--- config.mk ---
export PLATFORM = sky130hd
export DESIGN_NAME = image_write
export DESIGN_NICKNAME = d
export VERILOG_FILES = /design/src/rtl/image_write.sv
export SDC_FILE = /design/constraint.sdc
export NUM_CORES = 1
export LEC_CHECK = 0
export BUFFER_PORTS_ARGS = -buffer_cell sky130_fd_sc_hd__clkbuf_2
export CORE_ASPECT_RATIO = 1.1
export CORE_MARGIN = 2
export CORE_UTILIZATION = 29
export CTS_CLUSTER_SIZE = 30
export DETAILED_ROUTE_END_ITERATION = 12
export GPL_ROUTABILITY_DRIVEN = 0
export MAX_ROUTING_LAYER = met4
export PLACE_DENSITY = 0.48
export SYNTH_ARGS = -nofsm -noshare
export SYNTH_HDL_FRONTEND = slang
export SYNTH_SLANG_ARGS = --single-unit
--- constraint.sdc ---
create_clock -name clk -period 2.45 [get_ports clk]
set_clock_uncertainty 0.2 [all_clocks]
set_input_delay 0.6125 -clock clk [delete_from_list [all_inputs] [get_ports clk]]
set_output_delay 0.6125 -clock clk [all_outputs]
set_load 0.03 [all_outputs]
--- src/rtl/image_write.sv ---
// ----------------------------------------------------------------------------
// image_write
//   Stores a layer's result pixel stream into image memory using the layout
//   that image_read fetches: width fastest, then height, then depth groups.
//   The config bus programs the frame geometry and the base address while the
//   block is idle. A `next` pulse arms one frame.
//
// Ports
//   clk, rst              clock; synchronous active-high reset
//   cfg_data/addr/valid   config register write port
//   next                  one-cycle pulse that arms one frame
//   res_bus/last/val      result stream in (GROUP_NB channels per word)
//   res_rdy               result stream ready (high while a frame is active)
//   wr_val/addr/data      memory write port, one cycle after each accepted beat
//   done                  pulses with the final memory write of the frame
//   err                   sticky: res_last disagreed with the programmed geometry
// ----------------------------------------------------------------------------
module image_write #(
    parameter int unsigned CFG_DWIDTH    = 32,
    parameter int unsigned CFG_AWIDTH    = 5,
    parameter int unsigned GROUP_NB      = 4,
    parameter int unsigned IMG_WIDTH     = 16,
    parameter int unsigned MEM_AWIDTH    = 16,
    parameter logic [4:0]  CFG_IW_IMG_W  = 5'd8,
    parameter logic [4:0]  CFG_IW_IMG_DH = 5'd9,
    parameter logic [4:0]  CFG_IW_BASE   = 5'd10
) (
    input  logic                            clk,
    input  logic                            rst,
    input  logic [CFG_DWIDTH-1:0]           cfg_data,
    input  logic [CFG_AWIDTH-1:0]           cfg_addr,
    input  logic                            cfg_valid,
    input  logic                            next,
    input  logic [GROUP_NB*IMG_WIDTH-1:0]   res_bus,
    input  logic                            res_last,
    input  logic                            res_val,
    output logic                            res_rdy,
    output logic                            wr_val,
    output logic [MEM_AWIDTH-1:0]           wr_addr,
    output logic [GROUP_NB*IMG_WIDTH-1:0]   wr_data,
    output logic                            done,
    output logic                            err
);

    localparam int unsigned LOG2G = $clog2(GROUP_NB);
    localparam int unsigned DW    = GROUP_NB * IMG_WIDTH;

    localparam logic [0:0] S_IDLE   = 1'b0;
    localparam logic [0:0] S_ACTIVE = 1'b1;

    logic [0:0]            r_state;
    logic [15:0]           r_img_w;
    logic [15:0]           r_img_h;
    logic [15:0]           r_img_d;
    logic [MEM_AWIDTH-1:0] r_base;
    logic [MEM_AWIDTH-1:0] r_ptr;
    logic [15:0]           r_w_cnt;
    logic [15:0]           r_h_cnt;
    logic [15:0]           r_g_cnt;
    logic                  r_wr_val;
    logic [MEM_AWIDTH-1:0] r_wr_addr;
    logic [DW-1:0]         r_wr_data;
    logic                  r_done;
    logic                  r_err;

    logic                  w_xfer;
    logic                  w_w_max;
    logic                  w_h_max;
    logic                  w_g_max;
    logic                  w_final;
    logic [15:0]           w_g_last;

    // Depth is programmed in channels; GROUP_NB channels share one word.
    assign w_g_last = r_img_d >> LOG2G;

    assign w_xfer  = res_val && (r_state == S_ACTIVE);
    assign w_w_max = (r_w_cnt == r_img_w);
    assign w_h_max = (r_h_cnt == r_img_h);
    assign w_g_max = (r_g_cnt == w_g_last);
    assign w_final = w_xfer && w_w_max && w_h_max && w_g_max;

    always_ff @(posedge clk) begin
        if (rst) begin
            r_state   <= S_IDLE;
            r_img_w   <= '0;
            r_img_h   <= '0;
            r_img_d   <= '0;
            r_base    <= '0;
            r_ptr     <= '0;
            r_w_cnt   <= '0;
            r_h_cnt   <= '0;
            r_g_cnt   <= '0;
            r_wr_val  <= 1'b0;
            r_wr_addr <= '0;
            r_wr_data <= '0;
            r_done    <= 1'b0;
            r_err     <= 1'b0;
        end else begin
            r_wr_val <= 1'b0;
            r_done   <= 1'b0;
            case (r_state)
                S_IDLE: begin
                    if (cfg_valid) begin
                        case (cfg_addr)
                            CFG_IW_IMG_W:  r_img_w <= cfg_data[15:0];
                            CFG_IW_IMG_DH: begin
                                r_img_h <= cfg_data[15:0];
                                r_img_d <= cfg_data[31:16];
                            end
                            CFG_IW_BASE:   r_base <= cfg_data[MEM_AWIDTH-1:0];
                            default: ;
                        endcase
                    end
                    if (next) begin
                        r_state <= S_ACTIVE;
                        r_w_cnt <= '0;
                        r_h_cnt <= '0;
                        r_g_cnt <= '0;
                        r_ptr   <= r_base;
                        r_err   <= 1'b0;
                    end
                end
                S_ACTIVE: begin
                    if (w_xfer) begin
                        r_wr_val  <= 1'b1;
                        r_wr_addr <= r_ptr;
                        r_wr_data <= res_bus;
                        r_ptr     <= r_ptr + 1'b1;
                        r_done    <= w_final;
                        // Producer's frame marker must line up with the geometry.
                        if (res_last != w_final)
                            r_err <= 1'b1;
                        if (w_w_max) begin
                            r_w_cnt <= '0;
                            if (w_h_max) begin
                                r_h_cnt <= '0;
                                r_g_cnt <= r_g_cnt + 1'b1;
                            end else begin
                                r_h_cnt <= r_h_cnt + 1'b1;
                            end
                        end else begin
                            r_w_cnt <= r_w_cnt + 1'b1;
                        end
                        if (w_final)
                            r_state <= S_IDLE;
                    end
                end
                default: r_state <= S_IDLE;
            endcase
        end
    end

    assign res_rdy = (r_state == S_ACTIVE);
    assign wr_val  = r_wr_val;
    assign wr_addr = r_wr_addr;
    assign wr_data = r_wr_data;
    assign done    = r_done;
    assign err     = r_err;

endmodule

==> metrics <==
status=finished clean; cts bufs inserted=26; vias per cell=4.71; routed len/inst=15.1 um; Pins Over Slew Limit=0; leak pwr=~4.4 nW; total power draw=8.09 mW; Die Footprint=31700 um2; max capacitance violation total=0; Synth Area in Simple Gates=0.228; Remaining DRCs=0; Final WS setup=150 ps; average cell area after synthesis=roughly 8.6 um2; Primary FF master, synth=dfxtp_1; P_int=a little over 6 mW; Clock transition at path regs=around 60 ps; Sw Ratio=0.248; Worst Hold Class=input port to register; Data arrival, critical path=2560 ps; clk root buf=clkbuf_16; H-tree lvl count=1; Critical Path RT=2710 ps; RSZ-0062 raised after global routing=false; f_max=0.435 GHz; XOR/XNOR Fraction of Synth Area=0.0716; Placement Setup Slack=-5.03 ps; clk buf depth=3; number of global-route vias before repair=7344; drt pass-1 iters=5; Placed Instances=1582; Final Non-Filler Cells=1629; Critical Path Sink Type=register; vias=7670; CTS sink count=210; IO Port Bufs=188; post-synthesis compound-gate area fraction=0.110; gr ovfl total=0; fin util=0.383; CTS hold repair buffers=0; initial antenna violation count=0; largest net degree at the start of global routing=91; row cnt=between 60 and 70; Comb pwr share=0.089; Syn Nets=1136; register share of total power=0.440; Slew @ Worst Pin=441 ps; P&R area growth vs syn=29.6%; die height=187 um; ratio of cells with drive above 1 in the final layout=0.248; Tmin final=around 2300 ps; yosys warns=0; Startpoint Class=register; final net count=1348; chip width=170 um; endpoints failing setup=0; mux cell area share after synthesis=0.0730; Final period util=0.939; Yosys top cell area share=0.478; Post-synth EDFFs=0; final WL=24.6 mm; critical path peak fanout=31; Post-Synthesis Cells=1025; clock share of power=0.471; CTS tree=done; Worst-Skew Late Latency=530 ps; Yosys reg bits=210; worst hold margin=roughly 94 ps; first-pass GRT wire length=around 39 mm; Initial Utilization=0.296; synth unique cells=55; largest family of logic cells by synthesized area=simple AND/OR/NAND/NOR gates; IR drop worst, VDD=0.000454 V; All-Layer GR Usage=0.158; Synth async-reset ratio=0; area of the core=29700 um2; adder-cell share of the synthesized area=0.00569; Final Hold Vio Count=0; DP HPWL=17.4 mm; leading area contributor after synthesis=dfxtp_1; headroom to the max-slew limit=0.706; count of boundary I/O pins=191; Final ANT Viol Nets=0; largest cells by area after synthesis=dfxtp_1, nand2_1, mux2i_1; Seq/Total Area, Yosys=0.478; Cell Pwr Density=just over 700 nW/um2; initial DRC count=between 300 and 400; kind of critical path=register to register; NetSw=2.00 mW; post-synthesis cell area=8790 um2; # diodes=0
[worst paths after layout]
kind                            slack [ps]                     start  depth (start not counted)                       end
worst max-delay path                   150  r_w_cnt[15]$_SDFFE_PP0P_                          7  r_g_cnt[12]$_SDFFE_PP0P_
worst min-delay path                    90               res_bus[61]                          3  wr_data[61]$_SDFFE_PP0P_
worst max register to register         150  r_w_cnt[15]$_SDFFE_PP0P_                          7  r_g_cnt[12]$_SDFFE_PP0P_
worst min register to register         250  wr_addr[10]$_SDFFE_PP0P_                          2  wr_addr[10]$_SDFFE_PP0P_
[registers in the layout, indices dropped and copies added (netlist names)]
register	cells
r_w_cnt	16
wr_val	1
r_g_cnt	16
res_rdy	1
r_img_w	16
r_img_d	14
done	1
r_h_cnt	16
r_img_h	16
r_ptr	16
r_base	16
wr_addr	16
wr_data	64
err	1
[cells in the final DEF, fill, tap and decap left out, drive strengths merged, types with 2 or more instances in the layout]
cell | synthesis | final
a211oi | 7 | 7
a21boi | 2 | 2
a21oi | 109 | 109
a311oi | 5 | 5
a31oi | 2 | 2
a41oi | 3 | 3
and2 | 2 | 2
and3 | 17 | 17
and4 | 6 | 6
buf | 15 | 62
clkbuf | 50 | 228
clkinv | 0 | 3
dfxtp | 210 | 210
ha | 4 | 4
inv | 6 | 7
mux2i | 63 | 63
nand2 | 199 | 199
nand2b | 4 | 4
nand3 | 17 | 17
nand3b | 4 | 4
nand4 | 28 | 28
nor2 | 118 | 118
nor2b | 2 | 2
nor3 | 6 | 6
nor3b | 4 | 4
nor4 | 8 | 8
o211ai | 2 | 2
o21ai | 20 | 20
o21bai | 2 | 2
o22ai | 2 | 2
o31ai | 5 | 5
or3 | 10 | 10
or4 | 9 | 9
or4b | 2 | 2
xnor2 | 48 | 48
xor2 | 23 | 23
[cell type report]
cell class	count	area [um2]
Tap cell	374	468
Inverter	6	22.5
Timing Repair Buffer	249	1490
Multi-Input combinational cell	744	4340
Fill cell	3140	18300
Clock inverter	5	67.6
Clock buffer	41	797
Sequential cell	210	4210
[repair_timing]
item                       in CTS  in global routing
setup endpoints to repair       0                  4
gates resized for setup         0                  6
buffers inserted                0                  1
[logic make-up after synthesis]
family | after synthesis
compound gates | 167
xor+xnor | 71
fa+ha+maj | 4
buf+inv | 71
flops | 210
mux | 64
simple gates | 438
[per-layer routing]
layer / vias to the layer above / wire length [um] / global-route usage
met4: 0 / 541 / 0.0431
li1: 3933 / - / -
met3: 38 / 816 / 0.0201
met5: - / 0 / -
met2: 125 / 12400 / 0.274
met1: 3574 / 10900 / 0.193
[power by group through the flow]
stage,Combinational [mW],Clock (mW),Sequential [mW]
floorplan,0.305,0,3.73
global placement,0.730,0,3.63
detailed placement,0.729,0,3.63
CTS,0.731,3.94,3.56
global route,0.790,4.09,3.57
finish,0.721,3.81,3.56
[per-stage QoR]
step                      setup TNS, ps  instance area [um2]
after floorplan                       0                 8790
after global placement            -7.42                10500
after detailed placement          -5.03                10500
after CTS                             0                11400
after global routing                  0                11400
final                                 0                11400
[worst max-delay path, stage by stage (launching register included)]
cell,delay (ps)
dfxtp_1,360
xnor2_1,130
nand4_1,220
nor4_4,390
a21boi_2,120
buf_12,180
or4_4,510
a21oi_2,120
[synthesized netlist by cell type (7+ instances only)]
master and n:
buf_2 10, a21oi_1 109, o21ai_0 20, and3_1 17
nand2_1 198, nand4_1 26, nor2_1 118, or3_1 10
xnor2_1 47, dfxtp_1 210, mux2i_1 63, nand3_1 17
a211oi_1 7, clkbuf_1 50, xor2_1 23, or4_1 9
(Power assumes the default switching activity.)
